--- config.mk ---
export PLATFORM = sky130hd
export DESIGN_NAME = imem_arbiter
export DESIGN_NICKNAME = d
export VERILOG_FILES = /design/src/rtl/imem_arbiter.sv
export SDC_FILE = /design/constraint.sdc
export NUM_CORES = 1
export LEC_CHECK = 0
export ABC_AREA = 1
export BUFFER_PORTS_ARGS = -buffer_cell sky130_fd_sc_hd__buf_4
export CORE_AREA = 2 2 86 108
export CTS_CLUSTER_SIZE = 25
export DETAILED_ROUTE_END_ITERATION = 8
export DIE_AREA = 0 0 88 110
export PLACE_DENSITY_LB_ADDON = 0.3
export SYNTH_ARGS = -nofsm -noshare
export SYNTH_HDL_FRONTEND = slang
export SYNTH_SLANG_ARGS = --single-unit
--- constraint.sdc ---
create_clock -name clk_i -period 3.9 [get_ports clk_i]
set_input_delay 0.975 -clock clk_i [delete_from_list [all_inputs] [get_ports clk_i]]
set_output_delay 0.975 -clock clk_i [all_outputs]
set_load 0.01 [all_outputs]
--- src/rtl/imem_arbiter.sv ---
`default_nettype none
// =============================================================================
// Module      : imem_arbiter
// Description : Two-requester (fetch / LSU) arbiter for the instruction ROM
//               read port. It has a bounded-starvation fixed priority and a
//               registered one-cycle response.
//               Optional conflict counter: define IMEM_ARB_PERF_CNT_EN.
// Revision    : 1.0 - initial release
// =============================================================================

package memory_pkg;
    parameter int unsigned INSTR_MEM_SIZE_BYTES = 4096;
endpackage

module imem_arbiter #(
    parameter int unsigned MEM_SIZE_BYTES = memory_pkg::INSTR_MEM_SIZE_BYTES,
    parameter int unsigned STARVE_LIMIT   = 4
) (
    input  logic        clk_i,
    input  logic        rst_i,
    input  logic        fetch_req_i,
    input  logic [31:0] fetch_addr_i,
    output logic        fetch_gnt_o,
    output logic        fetch_rvalid_o,
    output logic [31:0] fetch_rdata_o,
    output logic        fetch_err_o,
    input  logic        data_req_i,
    input  logic [31:0] data_addr_i,
    output logic        data_gnt_o,
    output logic        data_rvalid_o,
    output logic [31:0] data_rdata_o,
    output logic        data_err_o,
    output logic [31:0] mem_addr_o,
    input  logic [31:0] mem_rdata_i,
    output logic [31:0] conflict_cnt_o
);

    localparam logic [3:0]  C_STARVE_LIMIT = 4'(STARVE_LIMIT);
    localparam logic [32:0] C_MEM_SIZE     = 33'(MEM_SIZE_BYTES);

    logic [3:0]  starve_q, starve_d;
    logic        fetch_rvalid_q, data_rvalid_q;
    logic        fetch_err_q, data_err_q;
    logic [31:0] fetch_rdata_q, data_rdata_q;

    logic        w_fetch_bad, w_data_bad;
    logic        w_data_wins;
    logic        w_fetch_gnt, w_data_gnt;

    // 33-bit compare so a ROM filling the whole 32-bit space does not wrap to 0
    assign w_fetch_bad = (fetch_addr_i[1:0] != 2'b00) || ({1'b0, fetch_addr_i} >= C_MEM_SIZE);
    assign w_data_bad  = (data_addr_i[1:0]  != 2'b00) || ({1'b0, data_addr_i}  >= C_MEM_SIZE);

    assign w_data_wins = data_req_i && (!fetch_req_i || (starve_q == C_STARVE_LIMIT));
    assign w_fetch_gnt = !rst_i && fetch_req_i && !w_data_wins;
    assign w_data_gnt  = !rst_i && w_data_wins;

    assign fetch_gnt_o = w_fetch_gnt;
    assign data_gnt_o  = w_data_gnt;

    always_comb begin
        mem_addr_o = 32'd0;
        if (w_fetch_gnt && !w_fetch_bad) begin
            mem_addr_o = fetch_addr_i;
        end else if (w_data_gnt && !w_data_bad) begin
            mem_addr_o = data_addr_i;
        end
    end

    // Counts fetch wins over a waiting LSU; any cycle without an LSU request restarts it
    always_comb begin
        starve_d = 4'd0;
        if (data_req_i && w_fetch_gnt) begin
            starve_d = (starve_q == C_STARVE_LIMIT) ? starve_q : starve_q + 4'd1;
        end
    end

    always_ff @(posedge clk_i or posedge rst_i) begin
        if (rst_i) begin
            starve_q       <= 4'd0;
            fetch_rvalid_q <= 1'b0;
            fetch_err_q    <= 1'b0;
            fetch_rdata_q  <= 32'd0;
            data_rvalid_q  <= 1'b0;
            data_err_q     <= 1'b0;
            data_rdata_q   <= 32'd0;
        end else begin
            starve_q       <= starve_d;
            fetch_rvalid_q <= w_fetch_gnt;
            fetch_err_q    <= w_fetch_gnt && w_fetch_bad;
            data_rvalid_q  <= w_data_gnt;
            data_err_q     <= w_data_gnt && w_data_bad;
            if (w_fetch_gnt) begin
                fetch_rdata_q <= w_fetch_bad ? 32'd0 : mem_rdata_i;
            end
            if (w_data_gnt) begin
                data_rdata_q <= w_data_bad ? 32'd0 : mem_rdata_i;
            end
        end
    end

    assign fetch_rvalid_o = fetch_rvalid_q;
    assign fetch_err_o    = fetch_err_q;
    assign fetch_rdata_o  = fetch_rdata_q;
    assign data_rvalid_o  = data_rvalid_q;
    assign data_err_o     = data_err_q;
    assign data_rdata_o   = data_rdata_q;

`ifdef IMEM_ARB_PERF_CNT_EN
    logic [31:0] conflict_cnt_q;

    always_ff @(posedge clk_i or posedge rst_i) begin
        if (rst_i) begin
            conflict_cnt_q <= 32'd0;
        end else if (fetch_req_i && data_req_i) begin
            conflict_cnt_q <= conflict_cnt_q + 32'd1;
        end
    end

    assign conflict_cnt_o = conflict_cnt_q;
`else
    assign conflict_cnt_o = 32'd0;
`endif

endmodule

`default_nettype wire

==> Word level (Yosys, flattened, before mapping) <==
Index checks and enable logic that the tools add are counted.
{ "classes": {"add_sub_neg": 1, "magnitude_cmp": 2, "n_eq_ne": 2, "n_mux": 6, "reduce_logical": 19} }
{ "ops": {"columns": ["op", "count"], "rows": [
  ["$mux W32", 4],
  ["$ge A32 B13 Y1 const B", 2],
  ["$logic_and A1 B1 Y1", 9],
  ["$mux W4", 2],
  ["$logic_not A1 Y1", 5],
  ["$add A4 B1 Y4 const B", 1],
  ["$eq A4 B3 Y1 const B", 1],
  ["$reduce_bool A2 Y1", 2],
  ["$logic_or A1 B1 Y1", 3],
  ["$ne A2 B2 Y1 const B", 1]
]} }
{ "word_totals": {"reg_bits": 72, "input_bits": 100, "output_inout_bits": 134, "elab_cells": 37} }

==> Depth between registers and ports, before layout <==
Gate-level depths: netlist (run 1).
{ "logic_depth": {"depth_word": 7, "mapped_depth": 10, "mapped_depth_nobuf": 9} }

==> Worst setup path before layout (run 1) <==
Ideal clock, no wire load.
{ "synth_timing": {"kind": "input -> output", "startpoint": "input port rst_i", "endpoint": "output port mem_addr_o[10]", "arrival_ns": 2.697, "required_ns": 2.925, "path_slack_ns": 0.228, "cell_stages": 6, "path_buffers": 1, "path_cell_list": "inv_2 -> nand2_1 -> a21oi_4 -> buf_2 -> nand3_1 -> nand2_1"} }
{ "synth_between": {"elab_chain_cells": 5, "elab_cells_between_ends": 8, "classes_between": "2 x mux; 6 x reduce/logical"} }
{ "synth_lines": {"columns": ["item", "line_no", "source"], "rows": [
  ["start, declared", "20", "input logic rst_i,"],
  ["$logic_not A1 Y1 (no source line) *", null, null],
  ["$logic_and A1 B1 Y1, on equally long branches", "56, 55", null],
  ["$logic_and A1 B1 Y1, on equally long branches", "65, 55", null],
  ["$mux W32 or $logic_and A1 B1 Y1 (tied branches)", "65, 63", null],
  ["$mux W32 *", "63", "if (w_fetch_gnt && !w_fetch_bad) begin"],
  ["end, declared", "33", "output logic [31:0] mem_addr_o,"]
]} }
Every way passes the cells marked *; elsewhere a longest branch is shown, timed or not.

==> Worst setup path after layout (run 1) <==
{ "layout_timing": {"startpoint": "input port data_addr_i[20]", "endpoint": "output port mem_addr_o[7]"} }
{ "layout_between": {"elab_chain_cells": 6} }
{ "layout_lines": {"columns": ["item", "line_no", "source"], "rows": [
  ["start, declared", "28", "input logic [31:0] data_addr_i,"],
  ["$ge A32 B13 Y1", "52", "assign w_data_bad = (data_addr_i[1:0] != 2'b00) || ({1'b0, data_addr_i} >= C_MEM_SIZE);"],
  ["$logic_or A1 B1 Y1", "52", null],
  ["$logic_not A1 Y1", "65", "end else if (w_data_gnt && !w_data_bad) begin"],
  ["$logic_and A1 B1 Y1", "65", null],
  ["$mux W32", "65", null],
  ["$mux W32", "63", null]
]} }
Every way passes these cells.

==> impl_results.md, run 1 <==
* Max Cap Viol at 0
* Register area share after synthesis at 0.4964
* Slowest Stage Delay on Critical Path at 0.39 ns
* Critical Path Most Common Cell: nand2_1
* Die Span Y at 110 um
* Static Leak at 2.995 nW
* Post-Synthesis Cells at 437
* Run status: completed
* Dpl cells at 720
* Clk Latency, worst-skew pair at 0.34 ns
* CTS Buf Count at 9
* CTS HTree Levels at 3
* HPWL Detailed at 7343 um
* Initial Util at 0.4218
* Skew final at 0.006169 ns
* Port bufs at 179
* Relative slew margins at 0.4033
* Fillers at 770
* Final period utilization at 0.8320
* Minimum clock period at 3.245 ns
* WP buf/inv at 2
* Clock transition at path regs at 0.07 ns
* Data arrival, critical path at 2.27 ns
* RSZ-0062 raised after global routing: false
* Post-synthesis xor/xnor area fraction at 0.004826
* Area grow syn2layout at 38.81%
* Final hold violation count at 0
* Critical Path Fanout Max at 21
* Row cnt at 38
* Io pins at 234
* Largest family of logic cells by synthesized area: simple AND/OR/NAND/NOR gates
* Final setup fails at 0
* Post-Syn Area at 0.003630 sq mm
* Cell breakdown of the critical path: buf_4 > nor2_1 > nand2_1 > nor2_1 > nand2_1 > nor2_4 > nand3_1 > nand2_1 > buf_4
* ANT nets after route at 0
* Largest net degree at the start of global routing at 73
* FMAX at 308.2 MHz
* Sink Count at 72
* Routability Congestion at 0.8283
* Total gr overflow at 0
* Max IR drop VDD at 0.1541 mV
* Compound-Gate Fraction of Synth Area at 0.007239
* Final core utilization at 0.5855
* Initial antenna violation count at 0
* Reg area at 0.001802 sq mm
* Chip width at 88 um
* Core Box Area at 0.008606 sq mm
* Power Dens Cells at 307.5 mW/mm^2
* Ant. Diodes at 0
* Router iterations before antenna repair at 4
* Post-CTS Hold Buffers at 0
* Mux cell area share after synthesis at 0
* Routed wire per std cell at 13.80 um
* Final Non-Filler Cells at 736
* Mapped Avg Cell Area at 8.306 sq um
* Clock tree from TritonCTS: done
* Cts repair resizes at 0
* First-pass GRT wire length at 15,660 um
* Share of cells above drive strength 1 at 0.3425
* Cell variety after synth at 22
* R2r setup slk at 1.52 ns
* Worst Path Required at 2.92 ns
* Seq cells post-synth at 72
* Vias in the first global route at 3,234
* Drt total wl at 10,160 um
* Multi-input gate area at 0.001445 sq mm
* Fin nets at 713
* Synth Area in Adders at 0.006894
* CP max-delay cell: nor2_4
* Worst slew pin tran at 0.8950 ns
* Max Slew Vio Count at 0
* Drt via density at 4.605
* All-layer global routing usage at 0.2101
* Clock Path Buffers at 2
* Worst hold path type: register to register
* # DRC at 0
* Top delay family on crit path: simple AND/OR/NAND/NOR gates
* Post-CTS Setup Inserts at 0
* WS Path Type: input port to output pin
* Setup TNS at 0 ns
* Die area at 0.009680 sq mm
* Synth warnings at 0
* Crit. End Element: output pin
* Root Buffer: clkbuf_8
* Iteration-0 DRC Markers at 179
* Simple-gate share of the synthesized area at 0.3220
* Routed via count at 3,389
* Critical Path Start Type: input port
[cell usage in the layout, fill, tap and decap left out, drive strengths merged, types with 4 or more instances in the layout]
master | netlist | final
inv | 9 | 9
clkbuf | 0 | 10
nor2 | 32 | 32
nand2 | 151 | 151
clkinv | 0 | 4
nand3 | 87 | 87
conb | 1 | 54
dfrtp | 72 | 72
buf | 76 | 186
[synth_stat cells (all sizes together)]
cell type  count  area (sq um)
nor2          32         146.4
conb           1         3.750
xnor2          1         8.760
nand3         87         435.4
xor2           1         8.760
ha             2         25.02
a21oi          1         16.27
or2            1         6.260
inv            9         33.78
nand2        151         574.3
dfrtp         72          1802
o21ai          2         10.00
buf           76         553.0
nand4          1         6.260
[area by class of cell]
class	count	share of cell area
Clock buffer	10	0.02533
Clock inverter	6	0.01664
Inverter	9	0.006705
Multi-Input combinational cell	333	0.2868
Sequential cell	72	0.3576
Tap cell	120	0.02980
Timing Repair Buffer	186	0.2771
[per-stage QoR]
stage / total power, mW / hold WS [ns] / setup WS (ns) / cell area [sq um]
6_report: 1.550 / 0.4830 / 0.6553 / 5039
3_5_place_dp: 0.9316 / 0.4662 / 0.6756 / 4827
5_1_grt: 1.622 / 0.4990 / 0.4909 / 5039
2_1_floorplan: 0.8720 / 0.4520 / 0.2279 / 3829
4_1_cts: 1.565 / 0.4861 / 0.6770 / 5039
3_3_place_gp: 0.9306 / 0.4650 / 0.7156 / 4827
[path summary, 6_finish.rpt]
kind | start | end | cells past startpoint
min in group asynchronous | rst_i | data_rdata_o[13] | 3
setup reg to reg | starve_q[0] | fetch_rdata_o[11] | 9
hold reg to reg | data_rdata_o[19] | data_rdata_o[19] | 2
hold / removal | data_rdata_o[19] | data_rdata_o[19] | 2
setup / recovery | data_addr_i[20] | mem_addr_o[7] | 9
max in group asynchronous | rst_i | fetch_rdata_o[26] | 3
[worst min-delay path, delay by kind of cell (launching register included)]
family           cells  cell delay, ns
DFF                  1            0.34
and+or+nand+nor      2            0.10
[flip-flops by register name, summed over array words and instances (netlist names)]
register and count:
data_err_o 1, data_rdata_o 32, data_rvalid_o 1, fetch_err_o 1, fetch_rdata_o 32, fetch_rvalid_o 1, starve_q 4
[logic make-up after synthesis]
family | Yosys count
simple gates | 272
buf+inv | 85
flops | 72
compound gates | 3
xor+xnor | 2
fa+ha+maj | 2
other cells | 1
[metal layers]
metal  global-route usage  share of wire  up-vias  wire (um)
met3              0.04542          0.077       15        787
li1                     -              -     1628          -
met2               0.3496           0.50      160       5070
met5                    0              0        -          0
met1               0.2658           0.41     1586       4130
met4              0.08352          0.017        0        170
[report_power, final]
group          internal, mW  switching [mW]
logic                0.0752          0.0923
clock network         0.358           0.274
registers             0.748         0.00101
total                  1.18           0.368
(Power assumes the default switching activity.)
==> run 2, diff against run 1 <==
- clock period: 3.9 -> 3.1 ns (I/O delays scaled with it)
==> run 2 against run 1 <==
Register-to-register slack got worse by 0.74 ns; sequential share of layout area is 0.25 points lower; combinational power increased by 26%; die area unchanged; largest cell class unchanged; sequential power is 26% higher; flip-flop and latch count stayed put; critical path depth decreased by 1; clock power rose by 41%; largest power group unchanged; critical path type is now register to output pin; highest routed layer unchanged; hold slack about the same; non-clock buffer count is the same; first-iteration DRC count increased by 7.3%; final area is 0.70% higher.
==> impl_results.md, run 2 (synthesized netlist as in run 1, its figures left out) <==
* Share of cells above drive strength 1 at 0.3442 (+0.001623)
* Cts repair resizes at 0 (unchanged)
* Comb pwr share at 0.104 (-0.004)
* Max Cap Viol at 0 (unchanged)
* CTS HTree Levels at 3 (unchanged)
* Final period utilization at 0.9055
* Initial Util at 0.4218 (unchanged)
* Switch share at 0.2314 (-0.005991)
* Routability Congestion at 0.7859 (-5.1%)
* Post-CTS Hold Buffers at 0 (unchanged)
* Final hold violation count at 0 (unchanged)
* Fin Hold WS at 0.4825 ns (-0.0004920 ns)
* Most frequent cells in the layout: buf_4, nand2_1, nand3_1
* Routed via count at 3,376 (-0.38%)
* Final setup fails at 0 (unchanged)
* Worst slack, placed at 0.4425 ns (-0.2330 ns)
* Die area at 0.009680 sq mm (unchanged)
* Post-CTS Setup Inserts at 0 (unchanged)
* Ant. Diodes at 0 (unchanged)
* Io pins at 234 (unchanged)
* Static Leak at 3.005 nW (+0.32%)
* Drt via density at 4.587 (-0.38%)
* Minimum clock period at 2.807 ns
* Area after DPL at 0.004830 sq mm (about the same)
* CTS Buf Count at 9 (unchanged)
* Final Non-Filler Cells at 736 (unchanged)
* All-layer global routing usage at 0.2116 (+0.001484)
* Worst Path Required at 2.32 ns (-0.60 ns)
* Commonest non-fill, non-tap cell in the layout: buf_4
* Fin nets at 713 (unchanged)
* Largest net degree at the start of global routing at 73 (unchanged)
* Root Buffer: clkbuf_8
* Fillers at 800 (+3.9%)
* HPWL Detailed at 7364 um (+0.28%)
* Sink Count at 72 (unchanged)
* Router iterations before antenna repair at 5 (+1)
* Vias in the first global route at 3,227 (-0.22%)
* Core Box Area at 0.008606 sq mm (unchanged)
* Drt total wl at 10,210 um (+0.47%)
* NetSw at 0.4730 mW (+29%)
* First-pass GRT wire length at 15,750 um (+0.52%)
* Critical Path Start Type: register
* Reg power frac at 0.461 (-0.023)
* Max IR drop VDD at 0.2370 mV (+54%)
* ANT nets after route at 0 (unchanged)
* Data arrival, critical path at 2.03 ns (-0.24 ns)
* Clock Path Buffers at 2 (unchanged)
* Clk Latency, worst-skew pair at 0.34 ns (about the same)
* Critical Path Fanout Max at 19 (-9.5%)
* FMAX at 356.3 MHz
* Post-route design area at 0.005074 sq mm (+0.70%)
* Max Slew Vio Count at 0 (unchanged)
* Iteration-0 DRC Markers at 192 (+7.3%)
* WHS Path Cells at 2 (unchanged)
* Total gr overflow at 0 (unchanged)
* Internal power at 1.572 mW (+33%)
* Setup TNS at 0 ns (unchanged)
* Relative slew margins at 0.4017 (-0.001639)
* Setup ws final at 0.2931 ns (-0.3623 ns)
* Routed wire per std cell at 13.87 um (+0.47%)
* Clock transition at path regs at 0.07 ns (about the same)
* WS Path Type: register to output pin
* Initial antenna violation count at 0 (unchanged)
* Skew final at 0.009676 ns (+0.003507 ns)
* Power Dens Cells at 403.0 mW/mm^2 (+31%)
* Run status: completed
* Worst slew pin tran at 0.8975 ns (+0.002460 ns)
* Dpl cells at 720 (unchanged)
* Clk network pwr share at 0.435 (+0.027)
* Area grow syn2layout at 39.78%
* RSZ-0062 raised after global routing: false
* # DRC at 0 (unchanged)
* Die Span Y at 110 um (unchanged)
* Row cnt at 38 (unchanged)
* Crit. End Element: output pin
* FF-to-FF path depth at 9 (unchanged)
* Port bufs at 179 (unchanged)
* Chip width at 88 um (unchanged)
* Clock tree from TritonCTS: done
* Worst hold path type: register to register
run 2: cell types whose count changed in the layout (fill, tap and decap cells not counted), sizes merged:
| cell | before | now |
|---|---|---|
| bufinv | 2 | 3 |
| clkbuf | 10 | 9 |
| clkinv | 4 | 3 |
| clkinvlp | 0 | 1 |
run 2: path summary, 6_finish.rpt:
path | startpoint | endpoint | slack [ns]
min | data_rdata_o[24] | data_rdata_o[24] | 0.48
min reg2reg | data_rdata_o[24] | data_rdata_o[24] | 0.48
max in group asynchronous | rst_i | fetch_rdata_o[26] | 1.76
min in group asynchronous | rst_i | fetch_rdata_o[15] | 0.74
max | starve_q[0] | mem_addr_o[8] | 0.29
max reg2reg | starve_q[0] | fetch_rdata_o[28] | 0.78
run 2: power groups by stage:
stage / registers [mW] / logic (mW) / clock network [mW]
after global placement: 0.961 / 0.209 / 0
after detailed placement: 0.961 / 0.212 / 0
after CTS: 0.943 / 0.212 / 0.908
after global routing: 0.943 / 0.234 / 0.952
after floorplan: 0.962 / 0.135 / 0
final: 0.943 / 0.212 / 0.890
run 2: layout make-up:
class                      count  area (sq um)  share of cell area
clock inverter                 7         120.1             0.02367
inverter                       9         36.28            0.007152
multi-input combinational    333          1445              0.2848
tap                          120         150.1             0.02959
clock buffer                   9         123.9             0.02441
sequential                    72          1802              0.3551
timing repair buffer         186          1396              0.2752
run 2: through the flow:
step	total power [mW]	utilization
6_report	2.045	0.5896
5_1_grt	2.129	0.5896
4_1_cts	2.062	0.5896
3_5_place_dp	1.173	0.5612
3_3_place_gp	1.171	0.5612
2_1_floorplan	1.097	-
run 2: critical path, stage by stage (launching register included):
cell and delay (ns):
dfrtp_1 0.41, inv_1 0.06, ha_1 0.20, nand3_1 0.10, nand2_2 0.08, a21oi_4 0.48, nand3_1 0.14, nand2_1 0.10
buf_4 0.12
run 2: per-layer routing:
metal / vias up / share of wire / global-route usage
li1: 1626 / - / -
met1: 1583 / 0.39 / 0.2554
met2: 155 / 0.52 / 0.3728
met3: 12 / 0.070 / 0.03574
met4: 0 / 0.015 / 0.08462
met5: - / 0 / 0
==> run 3, diff against run 2 <==
- CORE_AREA: 2 2 86 108 -> 2 2 85 107
- CTS_BUF_LIST: unset -> sky130_fd_sc_hd__clkbuf_8
- DIE_AREA: 0 0 88 110 -> 0 0 87 109
==> run 3 against run 2 <==
Critical path depth stayed put; global-route usage grew 0.57 points; sequential power hardly changed; combinational power about the same; die area shrank 2.0%; via count up 0.53%; core utilization grew 0.10 points; flip-flop and latch count unchanged; register-to-register slack improved by 0.16 ns; sequential share of layout area up 0.34 points; worst setup slack worse by 0.045 ns; maximum frequency is 1.6% lower.
==> impl_results.md, run 3 (synthesized netlist as in run 1, its figures left out) <==
* Clock tree from TritonCTS: done
* Iteration-0 DRC Markers at 229 (+19%)
* Most frequent cells in the layout: buf_4, nand2_1, nand3_1
* Worst slew pin tran at 0.9006 ns (+0.003101 ns)
* Vias in the first global route at 3,266 (+1.2%)
* Fin Hold WS at 0.4806 ns (-0.001929 ns)
* Area grow syn2layout at 38.47%
* Max Slew Vio Count at 0 (unchanged)
* Drt total wl at 10,120 um (-0.89%)
* Final period utilization at 0.9200 (+0.01451)
* Worst hold path type: register to register
* Static Leak at 3.013 nW (+0.27%)
* Router iterations before antenna repair at 7 (+2)
* CP max-delay cell: a21oi_4
* Cell breakdown of the critical path: inv_1 > ha_1 > nand3_1 > nand2_2 > a21oi_4 > nand3_1 > nand2_1 > buf_4
* Setup TNS at 0 ns (unchanged)
* CTS HTree Levels at 3 (unchanged)
* Routed via count at 3,394 (+0.53%)
* Routability Congestion at 0.8541 (+8.7%)
* Root Buffer: clkbuf_8
* Final hold violation count at 0 (unchanged)
* Data arrival, critical path at 2.08 ns (+0.05 ns)
* WS Path Type: register to output pin
* FMAX at 350.6 MHz (-1.6%)
* Max IR drop VDD at 0.1812 mV (-24%)
* Crit. End Element: output pin
* Port bufs at 179 (unchanged)
* RSZ-0062 raised after global routing: false
* Clock transition at path regs at 0.07 ns (about the same)
* CTS Buf Count at 9 (unchanged)
* Chip width at 87 um (-1.1%)
* Drt via density at 4.720 (+2.9%)
* Clock Path Buffers at 2 (unchanged)
* Core Box Area at 0.008511 sq mm (-1.1%)
* # DRC at 0 (unchanged)
* Run status: completed
* HPWL Detailed at 7306 um (-0.78%)
* Critical Path Start Type: register
* Initial antenna violation count at 0 (unchanged)
* Total gr overflow at 0 (unchanged)
* Cts repair resizes at 0 (unchanged)
* Sink Count at 72 (unchanged)
* Io pins at 234 (unchanged)
* Post-CTS Hold Buffers at 0 (unchanged)
* Critical Path Most Common Cell: nand3_1
* Clk Latency, worst-skew pair at 0.34 ns (about the same)
* All-layer global routing usage at 0.2173 (+0.005725)
* Die Span Y at 109 um (-0.91%)
* Relative slew margins at 0.3996 (-0.002068)
* Slowest Stage Delay on Critical Path at 0.54 ns (+0.06 ns)
* Commonest non-fill, non-tap cell in the layout: buf_4
* Max Cap Viol at 0 (unchanged)
* Worst Path Required at 2.32 ns (about the same)
* Power Dens Cells at 377.1 mW/mm^2 (-6.4%)
* Die area at 0.009483 sq mm (-2.0%)
* Ant. Diodes at 0 (unchanged)
* Critical Path Fanout Max at 21 (+2)
* Skew final at 0.004007 ns (-0.005669 ns)
* First-pass GRT wire length at 15,910 um (+1.1%)
* Final setup fails at 0 (unchanged)
* Post-CTS Setup Inserts at 0 (unchanged)
* Initial Util at 0.4265 (+0.004713)
* Minimum clock period at 2.852 ns (+0.04499 ns)
* Largest net degree at the start of global routing at 73 (unchanged)
* Routed wire per std cell at 14.07 um (+1.5%)
* Share of cells above drive strength 1 at 0.3441 (about the same)
* Fin nets at 716 (+0.42%)
* Row cnt at 38 (unchanged)
* Total Power at 1.895 mW (-7.3%)
* ANT nets after route at 0 (unchanged)
[run 3: layout make-up]
cell class / count / area [sq um]
Tap cell: 100 / 125.1
Timing Repair Buffer: 189 / 1419
Inverter: 9 / 36.28
Clock buffer: 11 / 151.4
Sequential cell: 72 / 1802
Multi-Input combinational cell: 333 / 1445
Clock inverter: 5 / 47.55
Fill cell: 768 / 3485
[run 3: metrics by stage]
stage	cells	utilization	worst slack, ns	cell area (sq um)
after floorplan	490	-	0.2037	3831
after global placement	703	0.5672	0.3604	4827
after detailed placement	703	0.5672	0.2947	4827
after CTS	719	0.5906	0.2128	5026
after global routing	719	0.5906	0.06814	5026
final	719	0.5906	0.2481	5026
[run 3: power by group]
group          switching (mW)  leakage, nW  total, mW  internal, mW
Clock                   0.331        0.112      0.738         0.407
Combinational           0.118         1.90      0.214        0.0962
Sequential            0.00125         1.00      0.943         0.942
[run 3: per-layer routing]
metal	GRT usage	wire [um]	vias to the layer above
li1	-	-	1626
met1	0.2813	3960	1585
met2	0.3495	5183	177
met3	0.05980	913	6
met4	0.07478	57	0
met5	0	0	-
[run 3: path summary, 6_finish.rpt]
| check | from | endpoint | slack (ns) | cells after the start |
|---|---|---|---|---|
| max in group asynchronous | rst_i | data_rdata_o[1] | 1.77 | 3 |
| hold reg to reg | data_rdata_o[2] | data_rdata_o[2] | 0.48 | 2 |
| min in group asynchronous | rst_i | data_rdata_o[14] | 0.74 | 3 |
| setup / recovery | starve_q[0] | mem_addr_o[8] | 0.25 | 8 |
| setup reg to reg | starve_q[0] | fetch_rdata_o[16] | 0.94 | 8 |
| hold / removal | data_rdata_o[2] | data_rdata_o[2] | 0.48 | 2 |
[run 3: critical path, delay by kind of cell (launching register included)]
family / cells / cell delay, ns
fa+ha+maj: 1 / 0.18
buf+inv: 2 / 0.17
simple gates: 4 / 0.43
compound gates: 1 / 0.54
flops: 1 / 0.39
